===== src/rtl/tpu_cmd_sequencer.sv =====
// -----------------------------------------------------------------------------
// tpu_cmd_sequencer
//
// Instruction front-end for the TPU core. Instructions are queued in a FIFO and
// issued one at a time. After each issue the sequencer waits an opcode-specific
// latency and captures the core result, tagged with the opcode and a sequence
// number, into an output slot that holds until the consumer takes it. Illegal
// opcodes are never started on the core; they produce an error result instead.
//
// Ports
//   clk          rising-edge clock
//   rst          asynchronous active-low reset
//   in_valid     instruction offered
//   in_ready     FIFO can accept (never during reset or flush)
//   in_instr     instruction, opcode in the top 8 bits
//   flush        drop every queued instruction (the in-flight one completes)
//   core_instr   instruction presented to the core, stable from issue to capture
//   core_start   one-cycle issue pulse
//   core_result  core result, sampled when the opcode latency expires
//   out_valid    result slot full
//   out_ready    consumer accepts the result
//   out_result   captured result (0 for an illegal opcode)
//   out_opcode   opcode of the captured result
//   out_tag      issue sequence number
//   out_err      result belongs to an illegal opcode
//   busy         sequencer active or instructions queued
//   queue_count  FIFO occupancy
// -----------------------------------------------------------------------------
module tpu_cmd_sequencer #(
    parameter int INSTR_W  = 32,
    parameter int RES_W    = 32,
    parameter int DEPTH    = 8,
    parameter int TAG_W    = 4,
    parameter int LAT_MMA  = 2,
    parameter int LAT_CONV = 4,
    parameter int LAT_ATTN = 6,
    parameter int LAT_MEM  = 3
) (
    input  logic                     clk,
    input  logic                     rst,
    input  logic                     in_valid,
    output logic                     in_ready,
    input  logic [INSTR_W-1:0]       in_instr,
    input  logic                     flush,
    output logic [INSTR_W-1:0]       core_instr,
    output logic                     core_start,
    input  logic [RES_W-1:0]         core_result,
    output logic                     out_valid,
    input  logic                     out_ready,
    output logic [RES_W-1:0]         out_result,
    output logic [7:0]               out_opcode,
    output logic [TAG_W-1:0]         out_tag,
    output logic                     out_err,
    output logic                     busy,
    output logic [$clog2(DEPTH):0]   queue_count
);

    localparam int              PTR_W      = $clog2(DEPTH);
    localparam int              CNT_W      = 16;
    localparam logic [PTR_W:0]  FULL_COUNT = (PTR_W + 1)'(DEPTH);

    typedef enum logic [1:0] {
        S_IDLE,
        S_ISSUE,
        S_WAIT,
        S_HOLD
    } state_t;

    state_t state;
    state_t state_next;

    // FIFO storage and pointers. DEPTH is a power of two, so the pointers wrap
    // naturally and full/empty come from the separate occupancy counter.
    logic [INSTR_W-1:0] fifo_mem [DEPTH];
    logic [PTR_W-1:0]   wr_ptr;
    logic [PTR_W-1:0]   rd_ptr;
    logic               push;
    logic               pop;

    // Opcode decode of the instruction currently held for the core.
    logic [7:0]         cur_op;
    logic               op_legal;
    logic [CNT_W-1:0]   op_lat;

    logic [CNT_W-1:0]   wait_cnt;
    logic [TAG_W-1:0]   tag_cnt;

    assign cur_op = core_instr[INSTR_W-1 -: 8];
    assign push   = in_valid && in_ready;

    // -------------------------------------------------------------------------
    // Opcode decode: legality and wait latency in cycles.
    // -------------------------------------------------------------------------
    always_comb begin
        // NOTE: every output of a combinational block gets a default first so
        // no path leaves it unassigned, which would infer a latch.
        op_legal = 1'b1;
        op_lat   = CNT_W'(1);
        case (cur_op)
            8'h03, 8'h04: op_lat = CNT_W'(LAT_MMA);
            8'h30:        op_lat = CNT_W'(LAT_MMA + 1);
            8'h20:        op_lat = CNT_W'(LAT_CONV);
            8'h21:        op_lat = CNT_W'(LAT_ATTN);
            8'h10, 8'h11: op_lat = CNT_W'(LAT_MEM);
            default:      op_legal = 1'b0;
        endcase
    end

    // -------------------------------------------------------------------------
    // FIFO
    // -------------------------------------------------------------------------
    // NOTE: the storage array has no reset; an entry is only read after it has
    // been written, and validity is tracked entirely by the pointers and count.
    always_ff @(posedge clk) begin
        if (push) begin
            fifo_mem[wr_ptr] <= in_instr;
        end
    end

    always_ff @(posedge clk or negedge rst) begin
        if (!rst) begin
            wr_ptr      <= '0;
            rd_ptr      <= '0;
            queue_count <= '0;
        end else if (flush) begin
            // in_ready and pop are both held low while flush is high, so no
            // transfer competes with the clear.
            wr_ptr      <= '0;
            rd_ptr      <= '0;
            queue_count <= '0;
        end else begin
            if (push) begin
                wr_ptr <= wr_ptr + PTR_W'(1);
            end
            if (pop) begin
                rd_ptr <= rd_ptr + PTR_W'(1);
            end
            case ({push, pop})
                2'b10:   queue_count <= queue_count + (PTR_W + 1)'(1);
                2'b01:   queue_count <= queue_count - (PTR_W + 1)'(1);
                default: queue_count <= queue_count;
            endcase
        end
    end

    // -------------------------------------------------------------------------
    // FSM: state register
    // -------------------------------------------------------------------------
    always_ff @(posedge clk or negedge rst) begin
        // NOTE: flops are written with non-blocking assignments so every
        // register samples the pre-edge values of the others.
        if (!rst) begin
            state <= S_IDLE;
        end else begin
            state <= state_next;
        end
    end

    // -------------------------------------------------------------------------
    // FSM: next-state logic
    // -------------------------------------------------------------------------
    always_comb begin
        state_next = state;
        case (state)
            S_IDLE: begin
                if (pop) begin
                    state_next = S_ISSUE;
                end
            end
            S_ISSUE: begin
                // An illegal opcode skips the core entirely and reports at once.
                state_next = op_legal ? S_WAIT : S_HOLD;
            end
            S_WAIT: begin
                if (wait_cnt == '0) begin
                    state_next = S_HOLD;
                end
            end
            S_HOLD: begin
                if (out_valid && out_ready) begin
                    state_next = S_IDLE;
                end
            end
            default: state_next = S_IDLE;
        endcase
    end

    // -------------------------------------------------------------------------
    // FSM: outputs
    // -------------------------------------------------------------------------
    always_comb begin
        // in_ready is gated by rst so that it reads 0 while reset is held,
        // even though the FIFO is empty at that time.
        in_ready   = rst && (queue_count < FULL_COUNT) && !flush;
        pop        = (state == S_IDLE) && (queue_count != '0) && !flush;
        core_start = (state == S_ISSUE) && op_legal;
        busy       = (state != S_IDLE) || (queue_count != '0);
    end

    // -------------------------------------------------------------------------
    // Issue, latency counting, result capture and tag sequencing
    // -------------------------------------------------------------------------
    always_ff @(posedge clk or negedge rst) begin
        if (!rst) begin
            core_instr <= '0;
            wait_cnt   <= '0;
            tag_cnt    <= '0;
            out_valid  <= 1'b0;
            out_result <= '0;
            out_opcode <= '0;
            out_tag    <= '0;
            out_err    <= 1'b0;
        end else begin
            case (state)
                S_IDLE: begin
                    // The output slot is always empty in IDLE, so the tag for
                    // the next result can be latched right at issue.
                    if (pop) begin
                        core_instr <= fifo_mem[rd_ptr];
                        out_tag    <= tag_cnt;
                    end
                end
                S_ISSUE: begin
                    if (op_legal) begin
                        // Counting down to 0 inclusive gives exactly op_lat
                        // cycles between core_start and the capture edge.
                        wait_cnt <= op_lat - CNT_W'(1);
                    end else begin
                        out_result <= '0;
                        out_opcode <= cur_op;
                        out_err    <= 1'b1;
                        out_valid  <= 1'b1;
                    end
                end
                S_WAIT: begin
                    if (wait_cnt == '0) begin
                        out_result <= core_result;
                        out_opcode <= cur_op;
                        out_err    <= 1'b0;
                        out_valid  <= 1'b1;
                    end else begin
                        wait_cnt <= wait_cnt - CNT_W'(1);
                    end
                end
                S_HOLD: begin
                    if (out_valid && out_ready) begin
                        out_valid <= 1'b0;
                        tag_cnt   <= tag_cnt + TAG_W'(1);
                    end
                end
                default: begin
                end
            endcase
        end
    end

endmodule


===== config.mk =====
export PLATFORM = sky130hd
export DESIGN_NAME = tpu_cmd_sequencer
export DESIGN_NICKNAME = d
export VERILOG_FILES = /design/src/rtl/tpu_cmd_sequencer.sv
export SDC_FILE = /design/constraint.sdc
export NUM_CORES = 1
export LEC_CHECK = 0
export BUFFER_PORTS_ARGS = -buffer_cell sky130_fd_sc_hd__buf_2
export CORE_ASPECT_RATIO = 1.2
export CORE_MARGIN = 2
export CORE_UTILIZATION = 59
export DETAILED_ROUTE_END_ITERATION = 10
export PLACE_DENSITY = 0.8
export SYNTH_ARGS = -nofsm -noshare
export SYNTH_HDL_FRONTEND = slang
export SYNTH_SLANG_ARGS = --single-unit

===== constraint.sdc =====
create_clock -name clk -period 4.8 [get_ports clk]
set_input_delay 0.24 -clock clk [delete_from_list [all_inputs] [get_ports clk]]
set_output_delay 0.24 -clock clk [all_outputs]
set_load 0.1 [all_outputs]

======== Word level (Yosys, flattened, before mapping) ========
Memory sizes are Yosys's and may differ from the RTL's. A register that Yosys moved wholly into a read port is not among the register bits.
Index checks and enable logic that the tools add are counted.
W data, S select, Z words.
word-level totals
  input bits .............................. 69
  output and inout port bits .............. 85
  RAM bits ................................ 256
  register bits ........................... 78
  memories ................................ 1
memories
  name      depth  width  read ports  clocked after Yosys merged registers in  wr ports  RTL line  source
  fifo_mem  8      32     1           1                                        1         74        logic [INSTR_W-1:0] fifo_mem [DEPTH];
cells by class
  equal/unequal tests ..................... 18
  magnitude comparators ................... 1
  add/subtract/negate cells ............... 7
  muxes and demuxes ....................... 30
  reduce and logical (&&, ||, !) cells .... 28
operator list
  operator                 number
  $mux W32                 2
  $pmux W32 S2             1
  $mux W16                 2
  $pmux W16 S2             1
  $sub A16 B1 Y16 const B  2
  $eq A8 B6 Y1 const B     3
  $eq A8 B5 Y1 const B     2
  $logic_not A16 Y1        1
  $mux W8                  2
  $pmux W8 S2              1
  $mux W3                  4
  $ne A2 B2 Y1 const B     6
  $pmux W3 S4              1
  $reduce_and A3 Y1        3
  $add A4 B1 Y4 const B    2
  $eq A8 B2 Y1 const B     1
  $eq A8 B3 Y1 const B     1
  $mux W1                  8
  $pmux W2 S4              1
  $pmux W4 S2              1
  $reduce_bool A2 Y1       4
  $logic_and A1 B1 Y1      7
  $reduce_or A7 Y1         1
  $add A3 B1 Y3 const B    2
  17 further kinds         25

======== Logic depth before layout (Yosys ltp) ========
Gate-level depths: netlist of run 1.
  word-level depth ........................ 7
  gate-level depth with buffers ........... 12
  depth with buffers taken out ............ 11

======== Least setup slack after synthesis of run 1 ========
No wires, ideal clock.
  path type ............................... register -> register
  start point ............................. register queue_count[3]
  end point ............................... memory fifo_mem[0][0] (enable)
  buffers on the path ..................... 1
  stages on the path, launching flop included .. 6
  required time ........................... 4.339 ns
  setup slack ............................. -1.726 ns
  library setup time ...................... 0.461 ns
  clock period less this slack ............ 6.526 ns
  arrival ................................. 6.065 ns
  cell sequence ........................... dfrtp_1 nor3b_1 and2_1 buf_1 nand2b_1 nor3_1
on the way
  longest elaborated chain between the ends .. 6
ends and longest elaborated chain
  element                            RTL line  source
  start: declaration                 55        output logic [$clog2(DEPTH):0] queue_count
  start signal: assignment           139       2'b10: queue_count <= queue_count + (PTR_W + 1)'(1);
  start signal: assignment           140       2'b01: queue_count <= queue_count - (PTR_W + 1)'(1);
  start signal: assignment           141       default: queue_count <= queue_count;
  $lt A4 B4 Y1                       194       in_ready = rst && (queue_count < FULL_COUNT) && !flush;
  $logic_and A1 B1 Y1 (2 in series)  194
  named net in_ready                 42        output logic in_ready,
  $logic_and A1 B1 Y1                89        assign push = in_valid && in_ready;
  $mux W1                            115       if (push) begin
  $mux W1 (implied by the code)      116       fifo_mem[wr_ptr] <= in_instr;
  end: declaration                   74
The timed path passes the listed nets, and every way through them passes these cells.

======== Worst setup path in the final report of run 1 ========
  start point ............................. register wait_cnt[2]
  end point ............................... register out_opcode[7]
on the way
  longest elaborated chain between the ends .. 3
ends and longest elaborated chain
  element                             RTL line  source
  start: declaration                  85        logic [CNT_W-1:0] wait_cnt;
  start signal: assignment            227       wait_cnt <= op_lat - CNT_W'(1);
  start signal: assignment            242       wait_cnt <= wait_cnt - CNT_W'(1);
  $logic_not A16 Y1                   236       if (wait_cnt == '0) begin
  $ne A2 B2 Y1 (no source line)       n/a
  $reduce_and A3 Y1 (no source line)  n/a
  end signal: assignment              230       out_opcode <= cur_op;
  end signal: assignment              238       out_opcode <= cur_op;
  end: declaration                    51        output logic [7:0] out_opcode,
No other way between the ends.
A chain may end at the register's enable or synchronous reset.

==> qor.yml, run 1 <==
hold_buffers: 56
hpwl_um: 17000
vias: 8290
wl_um: 30000
post-route-drc-count: 0
syn_to_final_growth_pct: 19.1
cts-root-buf: "clkbuf_16"
outcome: "finished, final reports clean"
highest_layer: "met4"
grt_pass1_vias: 8375
hold_viol: 0
coreArea_um2: 24600
cp-start-kind: "register"
syn_inst: 878
die_y_um: 177
hold_path_class: "in -> reg"
clk_pin_slew_ns: 0.06
place.gp.congestion: 0.828
wl_met2_um: 15700
timing.final.ws_setup_ns: 1.77
netlist.area_leader.share: 0.524
routed-wl-met3_um: 1730
power_mw: 11.5
synth_area_leader_cell: "edfxtp_1"
grt_start_max_net_pins: 70
die-width_um: 148
worstMarginPinSlew_ns: 1.15
synth.yosys.seq_area_share: 0.712
synthFlopType: "edfxtp_1"
rsz0062_at_grt: "false"
drive_gt1_frac: 0.286
cts_buffer_depth: 3
drt-pass1-iter-count: 4
drt_iter0_drc: 582
mostFrequentLayoutCell: "edfxtp_1"
maxCapViolations: 0
cp-end-kind: "register"
async_reset_ff_frac: 0.301
crit_fanout: 41
final_max_slew_viol_count: 0
min_period_over_period: 0.631
grt-ovfl-total: 0
avgViaCountPerCell: 5.76
fin_nets: 1167
syn_avg_cell_area_um2: 16.7
finalNonFillerCells: 1439
clkSinkCount: 366
synth_fp_nets: 958
start_util: 0.596
fin_crit_ns: 3.03
fin_setup_tns_ns: 0
cts_setup_buffers: 0
cts_resized: 0
wl_per_cell_um: 20.8
drt-met1-wl_um: 11900
mostFrequentLayoutCells: "edfxtp_1 (256), buf_2 (152), dfrtp_1 (107), mux4_2 (64), dlygate4sd3_1 (56)"
ys_warn_count: 0
peakVddDrop_mv: 0.509
fin_util: 0.710
track_usage: 0.235
die_area_um2: 26100
fillers: 1539
portBuffers: 153
preCtsSetupSlack_ns: 1.72
netlist_area_um2: 14700
arrival_ns: 3.42
p_per_area_nw_per_um2: 660
fmax_mhz: 330
synth-seq-cells: 366
placementRows: 63
synth_area_leaders: "edfxtp_1 (52%), dfrtp_1 (19%), mux4_2 (9.8%)"
grt_pass1_wl_um: 46900
crit_required_ns: 5.19
htree_num_levels: 2
pin_count: 154
dp_cells: 1318
cts_buffers: 36
leakage_nw: 6.35
synth_cell_type_count: 62
relSlewSlack: 0.232
crit_type: "reg -> reg"
clock_skew_ns: 0.0217
ant_nets: 0
clk_latency_ns: 0.52
synth_enable_flop_cells: 256
setup_violations: 0
antenna_found_initial: 1
cts_tree: "yes"
-- synthesized netlist by cell type (4+ instances only) --
master / number
nand3_1: 37
clkbuf_1: 27
mux2i_1: 36
mux2_2: 8
o31ai_1: 5
mux2_1: 6
o21ai_0: 45
ha_1: 10
o21ai_1: 5
nor2_1: 61
edfxtp_1: 256
xnor2_1: 13
or3_1: 5
mux4_2: 64
nand2b_1: 7
xor2_1: 5
a21oi_1: 36
dfrtp_1: 110
inv_1: 39
a22o_1: 4
buf_2: 10
nand2_1: 25
buf_1: 7
-- cell families (layout without fill, tap and decap cells) --
kind of cell,Yosys count,after routing,share of synthesized area
DFF,366,366,0.712
xor gates and xnor gates,18,18,0.0108
muxes,114,114,0.134
adders and majority gates,11,11,0.00990
buffers and inverters,87,322,0.0249
and+or+nand+nor,169,169,0.0615
other,0,1,0
AOI/OAI and AO/OA,113,113,0.0470
-- layer usage --
layer	vias to the layer above	GRT usage
met2	308	0.415
met4	0	0.0718
met3	52	0.0402
met1	4181	0.303
li1	3749	-
met5	-	0
-- critical path, stage by stage (launching register included) --
cell and delay, ns:
dfrtp_1 0.41, or4_4 0.58, nor4_4 0.24, a41oi_1 0.22, a31oi_4 0.64, buf_4 0.44
mux2_2 0.37
-- power breakdown --
group	total (mW)	leakage [nW]	internal (mW)	switching (mW)
Combinational	4.66	2.11	1.05	3.61
Clock	2.66	0.545	1.55	1.12
Sequential	4.20	3.69	3.81	0.391
-- state kept, by name (all words and copies together) (netlist names) --
| register | count |
|---|---|
| wait_cnt | 16 |
| out_result | 32 |
| core_instr | 32 |
| wr_ptr | 3 |
| state | 2 |
| queue_count | 4 |
| out_tag | 4 |
| fifo_mem | 256 |
| out_err | 1 |
| tag_cnt | 4 |
| out_opcode | 8 |
| rd_ptr | 3 |
| out_valid | 1 |
-- area by class of cell --
| cell class | count | area [um2] | area share |
|---|---|---|---|
| Antenna cell | 1 | 2.50 | 0.000143 |
| Clock buffer | 51 | 987 | 0.0566 |
| Clock inverter | 13 | 125 | 0.00717 |
| Inverter | 39 | 146 | 0.00839 |
| Multi-Input combinational cell | 425 | 3940 | 0.226 |
| Sequential cell | 366 | 10400 | 0.598 |
| Tap cell | 325 | 407 | 0.0233 |
| Timing Repair Buffer | 219 | 1400 | 0.0804 |
-- metrics by stage --
stage          hold WS, ns  cell area, um2
6_report            0.0156           17500
4_1_cts            0.00165           17500
3_3_place_gp         0.270           15800
3_5_place_dp         0.282           15800
5_1_grt            0.00686           17500
2_1_floorplan      -0.0556           14700
-- path summary, 6_finish.rpt --
kind	from	to	slack [ns]	cells past startpoint
setup / recovery	wait_cnt[2]	out_opcode[7]	1.77	6
hold / removal	in_instr[8]	fifo_mem[3][8]	0.02	1
setup reg to reg	wait_cnt[2]	out_opcode[7]	1.77	6
hold reg to reg	tag_cnt[3]	tag_cnt[3]	0.48	1
max in group asynchronous	rst	core_instr[1]	3.23	3
min in group asynchronous	rst	wr_ptr[0]	0.28	2
Note: power is estimated with default switching activity, not from simulation.
==> inputs of run 2 (changes only) <==
--- a/config.mk
+++ b/config.mk
@@ -8,9 +8,9 @@
 export BUFFER_PORTS_ARGS = -buffer_cell sky130_fd_sc_hd__buf_2
 export CORE_ASPECT_RATIO = 1.2
 export CORE_MARGIN = 2
-export CORE_UTILIZATION = 59
+export CORE_UTILIZATION = 53
 export DETAILED_ROUTE_END_ITERATION = 10
-export PLACE_DENSITY = 0.8
+export PLACE_DENSITY = 0.76
 export SYNTH_ARGS = -nofsm -noshare
 export SYNTH_HDL_FRONTEND = slang
 export SYNTH_SLANG_ARGS = --single-unit
==> constraint.sdc (replaced) <==
create_clock -name clk -period 2.55 [get_ports clk]
set_input_delay 0.1275 -clock clk [delete_from_list [all_inputs] [get_ports clk]]
set_output_delay 0.1275 -clock clk [all_outputs]
set_load 0.1 [all_outputs]
==> qor.yml, run 2 (same netlist as run 1, synthesis figures left out) <==
outcome: "finished, final reports clean"
critical_path.top_delay_family: "simple AND/OR/NAND/NOR gates"
htree_num_levels: 2
fin_crit_ns: 2.50
grt_pass1_vias: 8676
p_per_area_nw_per_um2: 1240
regMostFlops: "fifo_mem"
maxCapViolations: 0
multi_input_area_um2: 4000
avgViaCountPerCell: 5.63
die-width_um: 156
die_area_um2: 29000
start_util: 0.540
clkSinkCount: 366
hold_path_class: "in -> reg"
reg2reg_from: "core_instr[29]"
fin_nets: 1204
setup_violations: 0
path_cells: "or4b_4, o211a_2, o22ai_2, and3_2, buf_8"
clk_pin_slew_ns: 0.06
clock_skew_ns: 0.0141
cts-root-buf: "clkbuf_16"
fmax_mhz: 400
grt-ovfl-total: 0
drt_iter0_drc: 844
placed_cell_area_um2: 16200
seq_area_um2: 10500
design_area_um2: 18100
post-route-drc-count: 0
grt_start_max_net_pins: 65
pin_count: 154
mostFrequentLayoutCell: "edfxtp_1"
die_y_um: 186
leakage_nw: 6.60
cts_tree: "yes"
crit_fanout: 10
hpwl_um: 18200
wl_um: 30400
arrival_ns: 2.37
track_usage: 0.214
drt-pass1-iter-count: 5
worstHoldStart: "flush"
rsz0062_at_grt: "true"
cp-startpoint: "core_instr[29]"
ant_nets: 0
coreArea_um2: 27200
grt_pass1_wl_um: 47400
placementRows: 66
peakVddDrop_mv: 0.860
cp-start-kind: "register"
fin_setup_tns_ns: 0
min_period_over_period: 0.981
mostFrequentLayoutCells: "edfxtp_1 (256), buf_2 (151), dfrtp_1 (95), dlygate4sd3_1 (66), mux4_2 (64)"
syn_to_final_growth_pct: 23.3
cpPeakStageDelay_ns: 0.53
crit_type: "reg -> out"
fillers: 1798
cp-end-kind: "output pin"
crit_required_ns: 2.42
place.gp.congestion: 0.815
clk_latency_ns: 0.52
largest_reg_flops: 256
cts_buffer_depth: 3
final_max_slew_viol_count: 0
wl_per_cell_um: 20.4
cts_buffers: 37
antenna_found_initial: 1
vias: 8415
drive_gt1_frac: 0.322
portBuffers: 153
worstMarginPinSlew_ns: 0.783
crit_slowest_cell: "dfrtp_4"
largestRegisters: "fifo_mem: 256 flops, core_instr: 32 flops, out_result: 32 flops"
relSlewSlack: 0.478
critPathBufInv: 1
hold_viol: 0
## run 2: cell count changes in the layout (fill, tap and decap cells not counted), moves of 3 or more
cell           delta
dlygate4sd3_1    +10
dfrtp_4           +3
buf_4            +16
buf_12           +10
dfrtp_2           +9
clkbuf_16         +3
dfrtp_1          -12
## run 2: path summary, 6_finish.rpt
kind                                  end  slack [ns]  cells after the start
max in group asynchronous  core_instr[29]        0.89                      4
hold reg to reg                tag_cnt[3]        0.46                      1
setup reg to reg             wait_cnt[14]        0.11                      6
min in group asynchronous      out_tag[3]        0.34                      3
setup / recovery               core_start        0.05                      5
hold / removal             queue_count[0]        0.03                      3
## run 2: final cells by class
| type | instances | area share |
|---|---|---|
| diodes | 1 | 0.000138 |
| clock buffers | 50 | 0.0568 |
| clock inverters | 18 | 0.00948 |
| flip-flops and latches | 366 | 0.579 |
| well taps | 340 | 0.0235 |
| repair buffers | 255 | 0.101 |
| inverters | 39 | 0.00810 |
| multi-input cells | 425 | 0.221 |
## run 2: where the power goes
group	internal, mW	leakage, nW	switching (mW)
registers	7.20	3.68	0.655
logic	2.20	2.34	6.95
clock network	3.15	0.584	2.18
## run 2: worst register-to-register path, delay by kind of cell (launching register included)
family           cells  cell delay, ns
AND/OR/NAND/NOR      3            1.03
AO/OA/AOI/OAI        3            0.81
flip-flops           1            0.53
## run 2: timing repair
| item | CTS | global route |
|---|---|---|
| setup buffers | 0 | 1 |
| pin swaps | 0 | 1 |
| endpoints found under the setup margin | 1 | 6 |
| hold buffers | 66 | 0 |
| endpoints found under the hold margin | 342 | 0 |
| gates resized for setup | 2 | 3 |
## run 2: routing by layer
layer	vias up	part of all wire	GRT usage
met3	55	0.060	0.0403
li1	3851	-	-
met4	0	0.025	0.0741
met2	265	0.51	0.372
met5	-	0	0
met1	4244	0.41	0.275
## run 2: stage by stage
step           std cells  power, mW  hold WS (ns)   util  setup slack [ns]
2_1_floorplan        878       15.3        -0.168      -            -0.745
3_3_place_gp        1358       16.9         0.354  0.596             0.170
3_5_place_dp        1358       17.0         0.354  0.596            0.0831
4_1_cts             1492       22.4        0.0145  0.665            0.0160
5_1_grt             1494       23.3        0.0320  0.665           -0.0199
6_report            1494       22.3        0.0298  0.665            0.0492
